## src/rtl/vedic_seq_mul.sv

```systemverilog
// Sequential Vedic multiplier: walks all D*D pairs of 2-bit operand digits
// through one 2x2 Urdhva-Tiryagbhyam cell. Each 4-bit digit product is
// shifted by 2*(i+j) and added into a 2*WIDTH-bit accumulator.
// Upstream and downstream connect through valid/ready handshakes.
module vedic_seq_mul #(
  parameter int WIDTH = 8
) (
  input  logic                 clk,
  input  logic                 rst,
  input  logic                 in_valid,
  output logic                 in_ready,
  input  logic [WIDTH-1:0]     a,
  input  logic [WIDTH-1:0]     b,
  output logic                 out_valid,
  input  logic                 out_ready,
  output logic [2*WIDTH-1:0]   y,
  output logic                 busy
);

  localparam int D     = WIDTH / 2;
  // At least one index bit, so that WIDTH=2 still has a legal index type.
  localparam int IDX_W = (D > 1) ? $clog2(D) : 1;
  localparam int NDIG  = 1 << IDX_W;
  localparam int SH_W  = IDX_W + 2;
  localparam logic [IDX_W-1:0] LAST_IDX = IDX_W'(D - 1);

  typedef enum logic [1:0] {
    S_IDLE,
    S_CALC,
    S_DONE
  } state_t;

  state_t               state_q;
  logic [WIDTH-1:0]     a_q;
  logic [WIDTH-1:0]     b_q;
  logic [2*WIDTH-1:0]   acc_q;
  logic [2*WIDTH-1:0]   acc_d;
  logic [2*WIDTH-1:0]   y_q;
  logic [IDX_W-1:0]     i_q;
  logic [IDX_W-1:0]     j_q;
  logic                 out_valid_q;
  logic                 busy_q;

  // Latched operands split into digit arrays. The arrays are padded with
  // zero digits up to a power of two so that every index value is in range.
  logic [1:0] a_dig [NDIG];
  logic [1:0] b_dig [NDIG];

  genvar gi;
  generate
    for (gi = 0; gi < NDIG; gi++) begin : g_dig
      if (gi < D) begin : g_real
        assign a_dig[gi] = a_q[2*gi +: 2];
        assign b_dig[gi] = b_q[2*gi +: 2];
      end else begin : g_pad
        assign a_dig[gi] = 2'b00;
        assign b_dig[gi] = 2'b00;
      end
    end
  endgenerate

  // 2x2 vertical-and-crosswise cell: the vertical terms give bits 0 and 2.
  // The crosswise sum gives bit 1, and its carry ripples into bits 2 and 3.
  logic [1:0] da;
  logic [1:0] db;
  logic       cross_lo;
  logic       cross_hi;
  logic       vert_hi;
  logic       cross_carry;
  logic [3:0] pp;

  assign da          = a_dig[i_q];
  assign db          = b_dig[j_q];
  assign cross_lo    = da[1] & db[0];
  assign cross_hi    = da[0] & db[1];
  assign vert_hi     = da[1] & db[1];
  assign cross_carry = cross_lo & cross_hi;
  assign pp[0]       = da[0] & db[0];
  assign pp[1]       = cross_lo ^ cross_hi;
  assign pp[2]       = vert_hi ^ cross_carry;
  assign pp[3]       = vert_hi & cross_carry;

  // Digit weight is 4^(i+j), i.e. a left shift of 2*(i+j) bits.
  logic [SH_W-1:0] sh_amt;
  assign sh_amt = (SH_W'(i_q) + SH_W'(j_q)) << 1;
  assign acc_d  = acc_q + ((2 * WIDTH)'(pp) << sh_amt);

  // Control FSM with operand latch, accumulator, digit walk and registered outputs.
  always_ff @(posedge clk or posedge rst) begin
    if (rst) begin
      state_q     <= S_IDLE;
      a_q         <= '0;
      b_q         <= '0;
      acc_q       <= '0;
      y_q         <= '0;
      i_q         <= '0;
      j_q         <= '0;
      out_valid_q <= 1'b0;
      busy_q      <= 1'b0;
    end else begin
      case (state_q)
        S_IDLE: begin
          if (in_valid) begin
            a_q     <= a;
            b_q     <= b;
            acc_q   <= '0;
            i_q     <= '0;
            j_q     <= '0;
            busy_q  <= 1'b1;
            state_q <= S_CALC;
          end
        end
        S_CALC: begin
          acc_q <= acc_d;
          if (j_q == LAST_IDX) begin
            j_q <= '0;
            if (i_q == LAST_IDX) begin
              // This cycle adds the final partial product. The result is
              // published straight from the adder so that y changes only here.
              y_q         <= acc_d;
              out_valid_q <= 1'b1;
              busy_q      <= 1'b0;
              state_q     <= S_DONE;
            end else begin
              i_q <= i_q + IDX_W'(1);
            end
          end else begin
            j_q <= j_q + IDX_W'(1);
          end
        end
        S_DONE: begin
          if (out_ready) begin
            out_valid_q <= 1'b0;
            state_q     <= S_IDLE;
          end
        end
        default: begin
          state_q <= S_IDLE;
        end
      endcase
    end
  end

  // in_ready is forced low for as long as reset is held, without waiting for a clock edge.
  assign in_ready  = (state_q == S_IDLE) && !rst;
  assign out_valid = out_valid_q;
  assign y         = y_q;
  assign busy      = busy_q;

endmodule

```

## config.mk

```make
export PLATFORM = sky130hd
export DESIGN_NAME = vedic_seq_mul
export DESIGN_NICKNAME = d
export VERILOG_FILES = /design/src/rtl/vedic_seq_mul.sv
export SDC_FILE = /design/constraint.sdc
export NUM_CORES = 1
export LEC_CHECK = 0
export ABC_AREA = 1
export BUFFER_PORTS_ARGS = -buffer_cell sky130_fd_sc_hd__clkbuf_2
export CELL_PAD_IN_SITES_DETAIL_PLACEMENT = 1
export CELL_PAD_IN_SITES_GLOBAL_PLACEMENT = 1
export CORE_UTILIZATION = 43
export DETAILED_ROUTE_END_ITERATION = 10
export PLACE_DENSITY = 0.78
export SYNTH_ARGS = -nofsm -noshare
export SYNTH_HDL_FRONTEND = slang
export SYNTH_SLANG_ARGS = --single-unit
```

## constraint.sdc

```tcl
create_clock -name clk -period 4.36 [get_ports clk]
set_input_delay 0.436 -clock clk [delete_from_list [all_inputs] [get_ports clk]]
set_output_delay 0.436 -clock clk [all_outputs]
set_load 0.02 [all_outputs]
```

**Word level (Yosys, flattened, before mapping)**

Index checks and enable logic that the tools add are counted.

- Register bits after elaboration: 56
- Bits of input ports: 20
- Output and inout bits: 19
- Word-level logic and storage cells: 74

- Add/sub/neg operators: 4
- Order comparisons: 2
- Equal/unequal tests: 9
- Shift-type cells: 1
- Multiplexer cells: 27
- Bitwise operators: 10
- Reductions and logical operators: 12

Operator list:

| kind | count |
|---|---|
| $pmux 16 s2 | 1 |
| $mux 2 | 12 |
| $add 16x16->16 | 1 |
| $mux 16 | 1 |
| $reduce_and 4->1 | 4 |
| $shl 4x4->16 | 1 |
| $ne 2x2->1 const B | 5 |
| $bmux 2 s2 | 2 |
| $pmux 2 s2 | 2 |
| $and 1x1->1 | 6 |
| $eq 2x2->1 const B | 3 |
| $ge 3x3->1 const B | 2 |
| $mux 1 | 6 |
| $not 2->3 | 2 |
| $pmux 2 s3 | 1 |
| $add 2x1->2 const B | 2 |
| $pmux 1 s2 | 2 |
| $reduce_and 2->1 | 2 |
| $reduce_bool 2->1 | 2 |
| $add 2x2->3 | 1 |
| $reduce_and 3->1 | 1 |
| $eq 2x1->1 const B | 1 |
| $logic_not 2->1 | 1 |
| $xor 1x1->1 | 2 |
| 2 further kinds | 2 |

**Depth between registers and ports, before layout**

- Depth after elaboration: 10
- Gate-level depth with buffers: 21
- Mapped depth without buffers: 21

**Worst setup path before layout**

No wires, ideal clock.

- Path type: register -> register
- Start: reg i_q[0]
- End: reg acc_q[8]
- Library setup time: 0.118 ns
- Arrival time: 3.012 ns
- Required time: 4.242 ns
- Path slack: 1.230 ns
- Stages on the path, launching flop included: 17
- Path buffers: 1
- Clock period less this slack: 3.130 ns
- Cells stage by stage: dfrtp_1 ha_1 inv_1 fa_1 clkbuf_1 inv_1 nor4_1 ha_1 inv_1 fa_1 inv_1 nand3_1 nand3_1 a21oi_1 or2_2 nand3_1 nand2_1

- Word-level cells in the longest chain between the ends: 10
- Elaborated cells between the ends (all ways): 16
- Classes of those cells: add/sub: 2; shift: 1; mux: 4; bitwise: 9

RTL lines:

| element | line | RTL |
|---|---|---|
| from (decl) | 39 | `logic [IDX_W-1:0] i_q;` |
| from (signal assigned) | 125 | `i_q <= i_q + IDX_W'(1);` |
| $not 2->3 (implied by the code) | 72 | `assign da = a_dig[i_q];` |
| $bmux 2 s2 | 72 |  |
| $mux 2 (implied by the code) (2 in series) | 72 |  |
| $and 1x1->1, on equally long branches | 74, 75 |  |
| $and 1x1->1 | 77 | `assign cross_carry = cross_lo & cross_hi;` |
| $xor 1x1->1 or $and 1x1->1 (tied branches) | 80, 81 |  |
| $shl 4x4->16 (*) | 86 | `assign acc_d = acc_q + ((2 * WIDTH)'(pp) << sh_amt);` |
| $add 16x16->16 (*) | 86 |  |
| $pmux 16 s2 (*) | 101 | `case (state_q)` |
| to (signal assigned) | 94 | `acc_q <= '0;` |
| to (signal assigned) | 106 | `acc_q <= '0;` |
| to (signal assigned) | 114 | `acc_q <= acc_d;` |
| to (decl) | 36 | `logic [2*WIDTH-1:0] acc_q;` |

Mark *: on every way between the ends. The rest lies on a longest branch, timed or not. The select of a mux whose other input is x is not followed.
A chain may end at the register's enable or synchronous reset.

**Final worst setup path**

- Start: reg j_q[0]
- End: reg y_q[8] (netlist: y[8])

- Word-level cells in the longest chain between the ends: 9
- Elaborated cells between the ends (all ways): 17
- Classes of those cells: add/sub: 2; eq/ne: 1; shift: 1; mux: 3; bitwise: 9; reduce/logical: 1

RTL lines:

| element | line | RTL |
|---|---|---|
| from (decl) | 40 | `logic [IDX_W-1:0] j_q;` |
| from (signal assigned) | 128 | `j_q <= j_q + IDX_W'(1);` |
| $not 2->3 (implied by the code) | 73 | `assign db = b_dig[j_q];` |
| $bmux 2 s2 | 73 |  |
| $mux 2 (implied by the code) (2 in series) | 73 |  |
| $and 1x1->1, on equally long branches | 74, 75 |  |
| $and 1x1->1 | 77 |  |
| $xor 1x1->1 or $and 1x1->1 (tied branches) | 80, 81 |  |
| $shl 4x4->16 | 86 |  |
| $add 16x16->16 | 86 |  |
| to (signal assigned) | 95 | `y_q <= '0;` |
| to (signal assigned) | 120 | `y_q <= acc_d;` |
| to (decl) | 38 | `logic [2*WIDTH-1:0] y_q;` |

Parallel ways exist; a longest one is shown, timed or not. The select of a mux whose other input is x is not followed.

==> impl_results.md <==
- Clk_skew: 0.01135 ns
- Setup TNS: 0 ns
- Skew-Pair Late Insertion Delay: 0.31 ns
- Slowest CP cell: fa_1
- Gr usage total: 0.2353
- Final setup viols: 0
- Die Y: 91.80 µm
- Initial Utilization: 0.4464
- Post-CTS Setup Inserts: 0
- Resized Gates After CTS: 0
- Starting DRC count in detailed routing: 77
- Library cells used by synthesis: 31
- Yosys reg bits: 56
- Startpoint Class: register
- Hold Crit Class: input pin to register
- CTS tree: done
- DRT Wirelength: 8973 µm
- Slew Viols, Final: 0
- Unrepaired setup endpoints after global routing: false
- Crit Path Max Fanout: 8
- Total I/O pin count: 39
- Rel. slew slack: 0.3985
- VDD IR max: 338.2 µV
- Number of buffers and inverters on the critical path: 4
- Sequential Area: 1401 µm²
- Status: completed
- Synth Net Count: 507
- Critical setup path kind: register to register
- PnR Total Power: 3.336 mW
- Die Footprint: 8426 µm²
- Detailed Place HPWL: 7122 µm
- Mean post-synth cell area: 7.472 µm²
- Fin crit share: 0.7997
- First-pass DRT Iterations: 4
- First-pass GRT wire length: 15880 µm
- H-tree depth: 2
- Row count: 32
- Seq/Total Area, Yosys: 0.4042
- Inst Count DP: 597
- Post-synth top area share: 0.4042
- Fmax: 286.8 MHz
- Max Cap Viol: 0
- Pre-CTS setup slack: 0.8363 ns
- Critical Path Most Common Cell: inv_1
- Synthesized area: 3467 µm²
- CP delay by family, top: adder cells
- Clk slew on worst S/H paths: 0.11 ns
- PortBufs: 38
- CP arrival: 3.70 ns
- Highest-count cells in the layout ignoring fill and taps: 166 x nand2_1, 59 x inv_1, 56 x dfrtp_1, 41 x nand3_1, 38 x clkbuf_2
- Finished Core Util: 0.4937
- Routed vias/inst: 5.094
- Filler cell count: 1019
- Final #Nets: 545
- Critical-path cell list: ha_1, inv_1, fa_1, inv_1, nor4_1, ha_1, inv_1, fa_1, inv_1, nand3_1, nand3_1, a21oi_1, or2_2, nand3_1, nand2_1
- Vias in the first global route: 3359
- Root Buffer: clkbuf_8
- Area of the multi-input gates: 1783 µm²
- Power Density: 869.8 nW/µm²
- TritonCTS Buffers: 5
- Via Count: 3077
- Layout Cells excl Fill: 604
- Core footprint: 7767 µm²
- CP peak stage delay: 0.62 ns
- Routed WL per cell: 14.86 µm
- CTS Hold Bufs: 0
- Layout cells sized above 1: 0.1514
- Area Overhead vs Synth: 10.61%
- Initial antenna violation count: 0
- DRC violations left: 0
- Clk buf depth: 2
- Commonest non-fill, non-tap cell in the layout: nand2_1
- Worst Max-Slew Pin Slew: 0.9021 ns
- Ys Warns: 0
- Largest cells by area after synthesis: dfrtp_1 40%, nand2_1 18%, ha_1 7.6%, inv_1 6.5%, nand3_1 5.9%
- Post-DRT Antenna Nets: 0
- Inserted Diodes: 0
- Final Hold Viols: 0
- Largest net degree at the start of global routing: 57
- Routability cong.: 0.9133
- Total clock sinks: 56
- Period minus WS final: 3.487 ns
- Biggest area consumer among synthesized cells: dfrtp_1
- Grt ovf: 0
- Mapped Cells: 464
- Die Span X: 91.80 µm
- WP data required: 4.57 ns
- Critical Path End Type: register
- Final WS setup: 0.8732 ns
- Leakage power: 2.125 nW
-- metrics by stage --
stage | hold WS (ns) | area [µm²]
after floorplan | 0.4555 | 3467
after detailed placement | 0.4667 | 3750
after CTS | 0.2911 | 3835
after global placement | 0.4565 | 3750
after global routing | 0.3127 | 3835
final | 0.2982 | 3835
-- cell families after synthesis --
group,count (synthesis),share of synthesized area
multiplexers,16,0.05197
AO/OA/AOI/OAI,35,0.05557
flip-flops,56,0.4042
adder cells (fa/ha/maj),23,0.08733
XOR/XNOR,3,0.007580
buffers and inverters,72,0.08264
AND/OR/NAND/NOR,259,0.3107
-- Yosys cell counts --
library cell and count:
nand2_1 166, inv_1 60, dfrtp_1 56, nand3_1 41, nor2_1 33, ha_1 21, mux2_2 16, o21ai_0 13
a21oi_1 10, nor3_1 5, o21ai_1 5, or2_2 5, buf_2 4, inv_2 3, a31oi_1 2, a32o_1 2
fa_1 2, nand2_2 2, nand3b_1 2, nand4_1 2, nor2_4 2, o22ai_1 2, xor2_1 2, buf_1 1
buf_4 1, buf_6 1, clkbuf_1 1, clkinv_1 1, nor4_1 1, o31ai_1 1, xnor2_1 1
-- report_power, final --
part / internal, mW / switching, mW
combinational: 0.737 / 1.36
sequential: 0.778 / 0.174
clock: 0.113 / 0.179
total: 1.63 / 1.71
-- layout make-up --
cell class                      count  area share
Multi-Input combinational cell    336      0.4649
Sequential cell                    56      0.3654
Inverter                           64     0.06264
Timing Repair Buffer               39     0.05155
Tap cell                          102     0.03328
Clock buffer                        5     0.01794
Clock inverter                      2    0.004241
-- metal layers --
metal	track usage	wire length, µm	part of all wire
met4	0.04427	51	0.0057
met3	0.02902	193	0.022
met5	0	0	0
met2	0.4323	4606	0.51
met1	0.2971	4120	0.46
-- worst register-to-register path, stage by stage (launching register included) --
cell,delay (ns)
dfrtp_1,0.48
ha_1,0.20
inv_1,0.05
fa_1,0.62
inv_1,0.14
nor4_1,0.32
ha_1,0.22
inv_1,0.05
fa_1,0.41
inv_1,0.09
nand3_1,0.07
nand3_1,0.14
a21oi_1,0.16
or2_2,0.31
nand3_1,0.07
nand2_1,0.05
-- state kept, by name (all words and copies together) (netlist names) --
register and flops:
acc_q 16, i_q 2, b_q 8, out_valid 1
a_q 8, j_q 2, busy 1, state_q 2
y 16
-- worst paths after layout --
path | from | end | slack [ns] | depth (start not counted)
max | j_q[0]$_DFFE_PP0P_ | y[8]$_DFFE_PP0P_ | 0.87 | 15
min | out_ready | state_q[1]$_DFFE_PP0P_ | 0.30 | 2
max reg2reg | j_q[0]$_DFFE_PP0P_ | y[8]$_DFFE_PP0P_ | 0.87 | 15
min reg2reg | busy$_DFFE_PP0P_ | busy$_DFFE_PP0P_ | 0.48 | 2
max in group asynchronous | rst | acc_q[5]$_DFFE_PP0P_ | 3.58 | 3
min in group asynchronous | rst | y[15]$_DFFE_PP0P_ | 0.31 | 3
(Power assumes the default switching activity.)
